<file path="src/rtl/dot_product_engine.sv">
// Streaming dot-product engine: unsigned multiply-accumulate or binary AND-popcount over
// multi-beat vectors. Define DOTP_SAT_EN for a saturating accumulator (default wraps).
module dot_product_engine #(
  parameter int ELEM_W = 4,
  parameter int LANES  = 4,
  parameter int ACC_W  = 16
) (
  input  logic                      clk,
  input  logic                      rst_n,
  input  logic                      in_valid,
  output logic                      in_ready,
  input  logic [LANES*ELEM_W-1:0]   in_a,
  input  logic [LANES*ELEM_W-1:0]   in_b,
  input  logic                      in_last,
  input  logic                      mode,
  output logic                      out_valid,
  input  logic                      out_ready,
  output logic [ACC_W-1:0]          out_result,
  output logic                      out_ovf
);

  typedef enum logic [1:0] {
    IDLE  = 2'd0,
    ACCUM = 2'd1,
    DONE  = 2'd2
  } state_e;

  state_e           state_q, state_d;
  logic [ACC_W-1:0] acc_q, acc_d;
  logic [ACC_W-1:0] result_q, result_d;
  logic             sticky_q, sticky_d;
  logic             ovf_q, ovf_d;
  logic             valid_q, valid_d;
  logic             mode_q, mode_d;

  logic             accept;
  logic             eff_mode;
  logic [ACC_W:0]   beat_sum;
  logic [ACC_W:0]   next_sum;
  logic [ACC_W-1:0] next_val;
  logic             ovf_now;

  assign in_ready   = (state_q != DONE);
  assign accept     = in_valid && in_ready;
  assign out_valid  = valid_q;
  assign out_result = result_q;
  assign out_ovf    = ovf_q;

  // Mode comes from the port on the first beat of a vector, from the latch afterwards.
  assign eff_mode = (state_q == IDLE) ? mode : mode_q;

  always_comb begin
    logic [2*ELEM_W-1:0] a_ext;
    logic [2*ELEM_W-1:0] b_ext;
    logic [2*ELEM_W-1:0] prod;
    logic [ELEM_W-1:0]   and_bits;
    // NOTE: every combinational output gets a default before any branch; a path that
    // leaves one unassigned infers a latch.
    beat_sum = '0;
    a_ext    = '0;
    b_ext    = '0;
    prod     = '0;
    and_bits = '0;
    for (int i = 0; i < LANES; i++) begin
      if (eff_mode) begin
        and_bits = in_a[i*ELEM_W +: ELEM_W] & in_b[i*ELEM_W +: ELEM_W];
        for (int j = 0; j < ELEM_W; j++) begin
          beat_sum = beat_sum + (ACC_W+1)'(and_bits[j]);
        end
      end else begin
        a_ext    = {{ELEM_W{1'b0}}, in_a[i*ELEM_W +: ELEM_W]};
        b_ext    = {{ELEM_W{1'b0}}, in_b[i*ELEM_W +: ELEM_W]};
        prod     = a_ext * b_ext;
        beat_sum = beat_sum + (ACC_W+1)'(prod);
      end
    end
  end

  // A new vector starts from zero with a clear sticky bit; the carry out of the
  // ACC_W+1-bit sum is this beat's overflow.
  always_comb begin
    next_sum = ((state_q == IDLE) ? '0 : {1'b0, acc_q}) + beat_sum;
    ovf_now  = next_sum[ACC_W] || ((state_q != IDLE) && sticky_q);
`ifdef DOTP_SAT_EN
    next_val = ovf_now ? '1 : next_sum[ACC_W-1:0];
`else
    next_val = next_sum[ACC_W-1:0];
`endif
  end

  // NOTE: sequential state uses non-blocking assignments so every flop samples the
  // pre-edge values regardless of statement order.
  always_ff @(posedge clk or negedge rst_n) begin
    if (!rst_n) begin
      state_q  <= IDLE;
      acc_q    <= '0;
      result_q <= '0;
      sticky_q <= 1'b0;
      ovf_q    <= 1'b0;
      valid_q  <= 1'b0;
      mode_q   <= 1'b0;
    end else begin
      state_q  <= state_d;
      acc_q    <= acc_d;
      result_q <= result_d;
      sticky_q <= sticky_d;
      ovf_q    <= ovf_d;
      valid_q  <= valid_d;
      mode_q   <= mode_d;
    end
  end

  always_comb begin
    state_d = state_q;
    unique case (state_q)
      IDLE, ACCUM: begin
        if (accept) state_d = in_last ? DONE : ACCUM;
      end
      DONE: begin
        if (out_ready) state_d = IDLE;
      end
      default: state_d = IDLE;
    endcase
  end

  always_comb begin
    acc_d    = acc_q;
    result_d = result_q;
    sticky_d = sticky_q;
    ovf_d    = ovf_q;
    valid_d  = valid_q;
    mode_d   = mode_q;
    if (accept) begin
      if (state_q == IDLE) mode_d = mode;
      if (in_last) begin
        result_d = next_val;
        ovf_d    = ovf_now;
        valid_d  = 1'b1;
        acc_d    = '0;
        sticky_d = 1'b0;
      end else begin
        acc_d    = next_val;
        sticky_d = ovf_now;
      end
    end
    if ((state_q == DONE) && out_ready) valid_d = 1'b0;
  end

endmodule

</file>
<file path="config.mk">
export PLATFORM = sky130hd
export DESIGN_NAME = dot_product_engine
export DESIGN_NICKNAME = d
export VERILOG_FILES = /design/src/rtl/dot_product_engine.sv
export SDC_FILE = /design/constraint.sdc
export NUM_CORES = 1
export LEC_CHECK = 0
export ABC_CLOCK_PERIOD_IN_PS = 10350
export BUFFER_PORTS_ARGS = -buffer_cell sky130_fd_sc_hd__buf_2
export CORE_MARGIN = 5
export CORE_UTILIZATION = 35
export DETAILED_ROUTE_END_ITERATION = 8
export GPL_ROUTABILITY_DRIVEN = 0
export PLACE_DENSITY = 0.54
export SYNTH_ARGS = -nofsm -noshare
export SYNTH_HDL_FRONTEND = slang
export SYNTH_SLANG_ARGS = --single-unit
export TNS_END_PERCENT = 20
</file>
<file path="constraint.sdc">
create_clock -name clk -period 10.35 [get_ports clk]
set_clock_uncertainty 0.1 [all_clocks]
set_input_delay 1.035 -clock clk [delete_from_list [all_inputs] [get_ports clk]]
set_output_delay 1.035 -clock clk [all_outputs]
set_load 0.01 [all_outputs]
</file>
==> impl_metrics.ini <==
[routing]
drtPass1Iterations = 4
num_vias = 4676
drt_iter0_markers = 270
wire_per_inst_um = 13.5
drc_errors = 0
drt-total-wl_um = 12800
post_drt_via_cell_ratio = 4.94
antenna_left = 0

[die]
initial_core_util = 0.355
die_h_um = 137
num_rows = 46
die_width_um = 137
core_area_um2 = 15800
io_pins = 57
die_area_um2 = 18700

[clock_network]
clock_latency_ns = 0.28
cts_resized = 0
htree_levels = 2
clkTransAtPathRegs_ns = 0.06
cts_setup_buffers = 0
max-clock-path-buffers = 2
cts_tree = built
cts_root_buf = clkbuf_16
cts_hold_buf = 0
numClockSinks = 38
cts_buffers = 5

[power_and_ir_drop]
combPwrFrac = 0.756
leakagePower_uw = 0.00330
powerDensity_nw_per_um2 = 233
ir_worst_vdd_mv = 0.142
power_frac_clock = 0.107
p_seq_frac = 0.137
power_switching_uw = 717
p_int_uw = 745
switching_share = 0.490

[synthesis]
ys_types = 55
syn_inst = 679
netlist_area_um2 = 5630
async_flop_share = 1.00
synth_enable_flop_cells = 0
ys_ff_latch = 38
syn_nets = 842
synth-main-ff-cell = dfrtp_1
yosysSeqAreaShare = 0.169
syn_avg_cell_area_um2 = 8.28
yosysWarnings = 0

[sta]
drv_slew = 0
setup_viol = 0
rsz0062_at_grt = false
slew_headroom = 0.433
fmax_mhz = 109
hold_violations = 0
fin_crit_sh = 0.884
tightest_slew_ns = 0.851
fin_tns_setup_ns = 0
hold_ws_ns = 0.376
fin_crit_ns = 9.15

[setup_path]
critPathRequiredTime_ns = 10.47
reg2reg_from = state_q[1]
reg2reg_depth = 30
max_stage_delay_ns = 0.57
worstSetupPathType = primary input to flip-flop
crit_fanout = 5
critPathArrivalTime_ns = 9.27
start_kind = primary input
rrSetupSlack_ns = 1.74
worstReg2RegEnd = acc_q[12]
cp-end-kind = flip-flop
slowest_stage = fa_1

[placement]
hpwl_um = 10600
portBuffers = 56

[final_layout]
num_antenna_cells = 0
drive_gt1_frac = 0.104
fin_nets = 893
fillers = 1612
syn_to_final_growth_pct = 11.7

[hold_path]
hold_path_depth = 2
worst_hold_path.endpoint = acc_q[2]
hp-class = flip-flop to flip-flop
min_from = acc_q[2]

[grt]
grtUsageTotal = 0.144
grt_pass1_vias = 4774
grt.overflow.total = 0
grt_pass1_wl_um = 22500
antenna_found_initial = 0
grt_start_max_net_pins = 39

[outcome]
status = finished clean

[job]
cap_violations = 0
==> final cells by class <==
class / instances / area (um^2) / share of cell area
Clock inverter: 2 / 12.5 / 0.00199
Clock buffer: 6 / 139 / 0.0221
Inverter: 94 / 353 / 0.0562
Multi-Input combinational cell: 533 / 4260 / 0.678
Sequential cell: 38 / 951 / 0.151
Tap cell: 216 / 270 / 0.0430
Timing Repair Buffer: 58 / 295 / 0.0470
==> layer usage <==
layer,vias to the layer above,routed length [um],track usage,part of all wire
li1,2374,-,-,-
met1,2235,6310,0.205,0.49
met2,61,6130,0.246,0.48
met3,6,252,0.0107,0.020
met4,0,72,0.0211,0.0056
met5,-,0,0,0
==> power by group through the flow <==
stage               Sequential (uW)  Combinational [uW]  Clock, uW
floorplan                       208                 843          0
global placement                201                1090          0
detailed placement              202                1110          0
CTS                             201                1120        159
global route                    205                1270        166
finish                          200                1110        156
==> synthesized netlist by cell type, types with 3 or more instances <==
cell	instances	area, um^2
a21o_1	8	60.1
nand2b_1	7	43.8
and2_1	41	257
o21a_1	12	90.1
or3_1	4	25.0
nor3_1	10	50.1
o21ai_0	37	185
nand2_1	102	383
fa_1	42	841
ha_1	83	1040
xor2_1	12	105
o31a_1	3	26.3
a21oi_1	23	115
inv_1	94	353
a31oi_1	4	25.0
o31ai_1	8	60.1
nor2b_1	10	62.6
xnor2_1	17	149
a211oi_1	8	60.1
mux2i_1	3	30.0
o211ai_1	4	30.0
clkbuf_1	13	48.8
o22ai_1	3	18.8
a22o_1	4	35.0
o21bai_1	5	37.5
nand3_1	9	45.0
dfrtp_1	38	951
nor2_1	38	143
==> through the flow <==
stage	cells	cell area (um^2)	power, uW	utilization	setup slack, ns
after floorplan	679	5630	1050	-	1.61
after global placement	939	6130	1290	0.387	0.959
after detailed placement	939	6130	1310	0.387	0.903
after CTS	947	6280	1480	0.397	1.16
after global routing	947	6280	1640	0.397	0.576
final	947	6280	1460	0.397	1.20
==> kinds of logic (layout without fill, tap and decap cells) <==
group | Yosys count | count (layout) | synth area share
xor gates and xnor gates | 31 | 31 | 0.0520
muxes | 6 | 6 | 0.0127
and+or+nand+nor | 236 | 236 | 0.200
buffers and inverters | 108 | 160 | 0.0734
AOI/OAI and AO/OA | 135 | 135 | 0.159
DFF | 38 | 38 | 0.169
adders and majority gates | 125 | 125 | 0.334
==> placed cells by master, fill, tap and decap left out, types with 10 or more instances in the layout <==
master / Yosys / final
inv_1: 94 / 94
xor2_1: 12 / 12
fa_1: 42 / 42
dfrtp_1: 38 / 38
and2_1: 41 / 41
nand2_1: 102 / 102
o21ai_0: 37 / 37
nor2b_1: 10 / 10
buf_2: 0 / 56
a21oi_1: 23 / 23
xnor2_1: 17 / 17
o21a_1: 12 / 12
nor3_1: 10 / 10
ha_1: 83 / 83
nor2_1: 38 / 38
==> sequential cells by signal, indices dropped and copies added, names as in the netlist <==
signal	flops
acc_q	16
out_result	16
state_q	2
mode_q	1
out_ovf	1
out_valid	1
sticky_q	1
==> how the worst max path moves through the flow <==
stage | start | endpoint | slack, ns | cells past startpoint
after floorplan | in_b[3] | acc_q[12] | 1.61 | 35
after global placement | in_a[0] | acc_q[12] | 0.96 | 32
after detailed placement | in_a[0] | acc_q[12] | 0.90 | 34
after CTS | in_a[0] | acc_q[12] | 1.16 | 34
after global routing | in_a[0] | acc_q[12] | 0.58 | 32
final | in_a[0] | acc_q[12] | 1.20 | 36
==> critical path: cells and delay by family <==
| kind | cells | cell delay [ns] |
|---|---|---|
| buffers and inverters | 5 | 0.31 |
| AO/OA/AOI/OAI | 11 | 2.02 |
| AND/OR/NAND/NOR | 8 | 1.24 |
| adder cells (fa/ha/maj) | 10 | 4.35 |
| XOR/XNOR | 2 | 0.29 |
(Power assumes the default switching activity.)
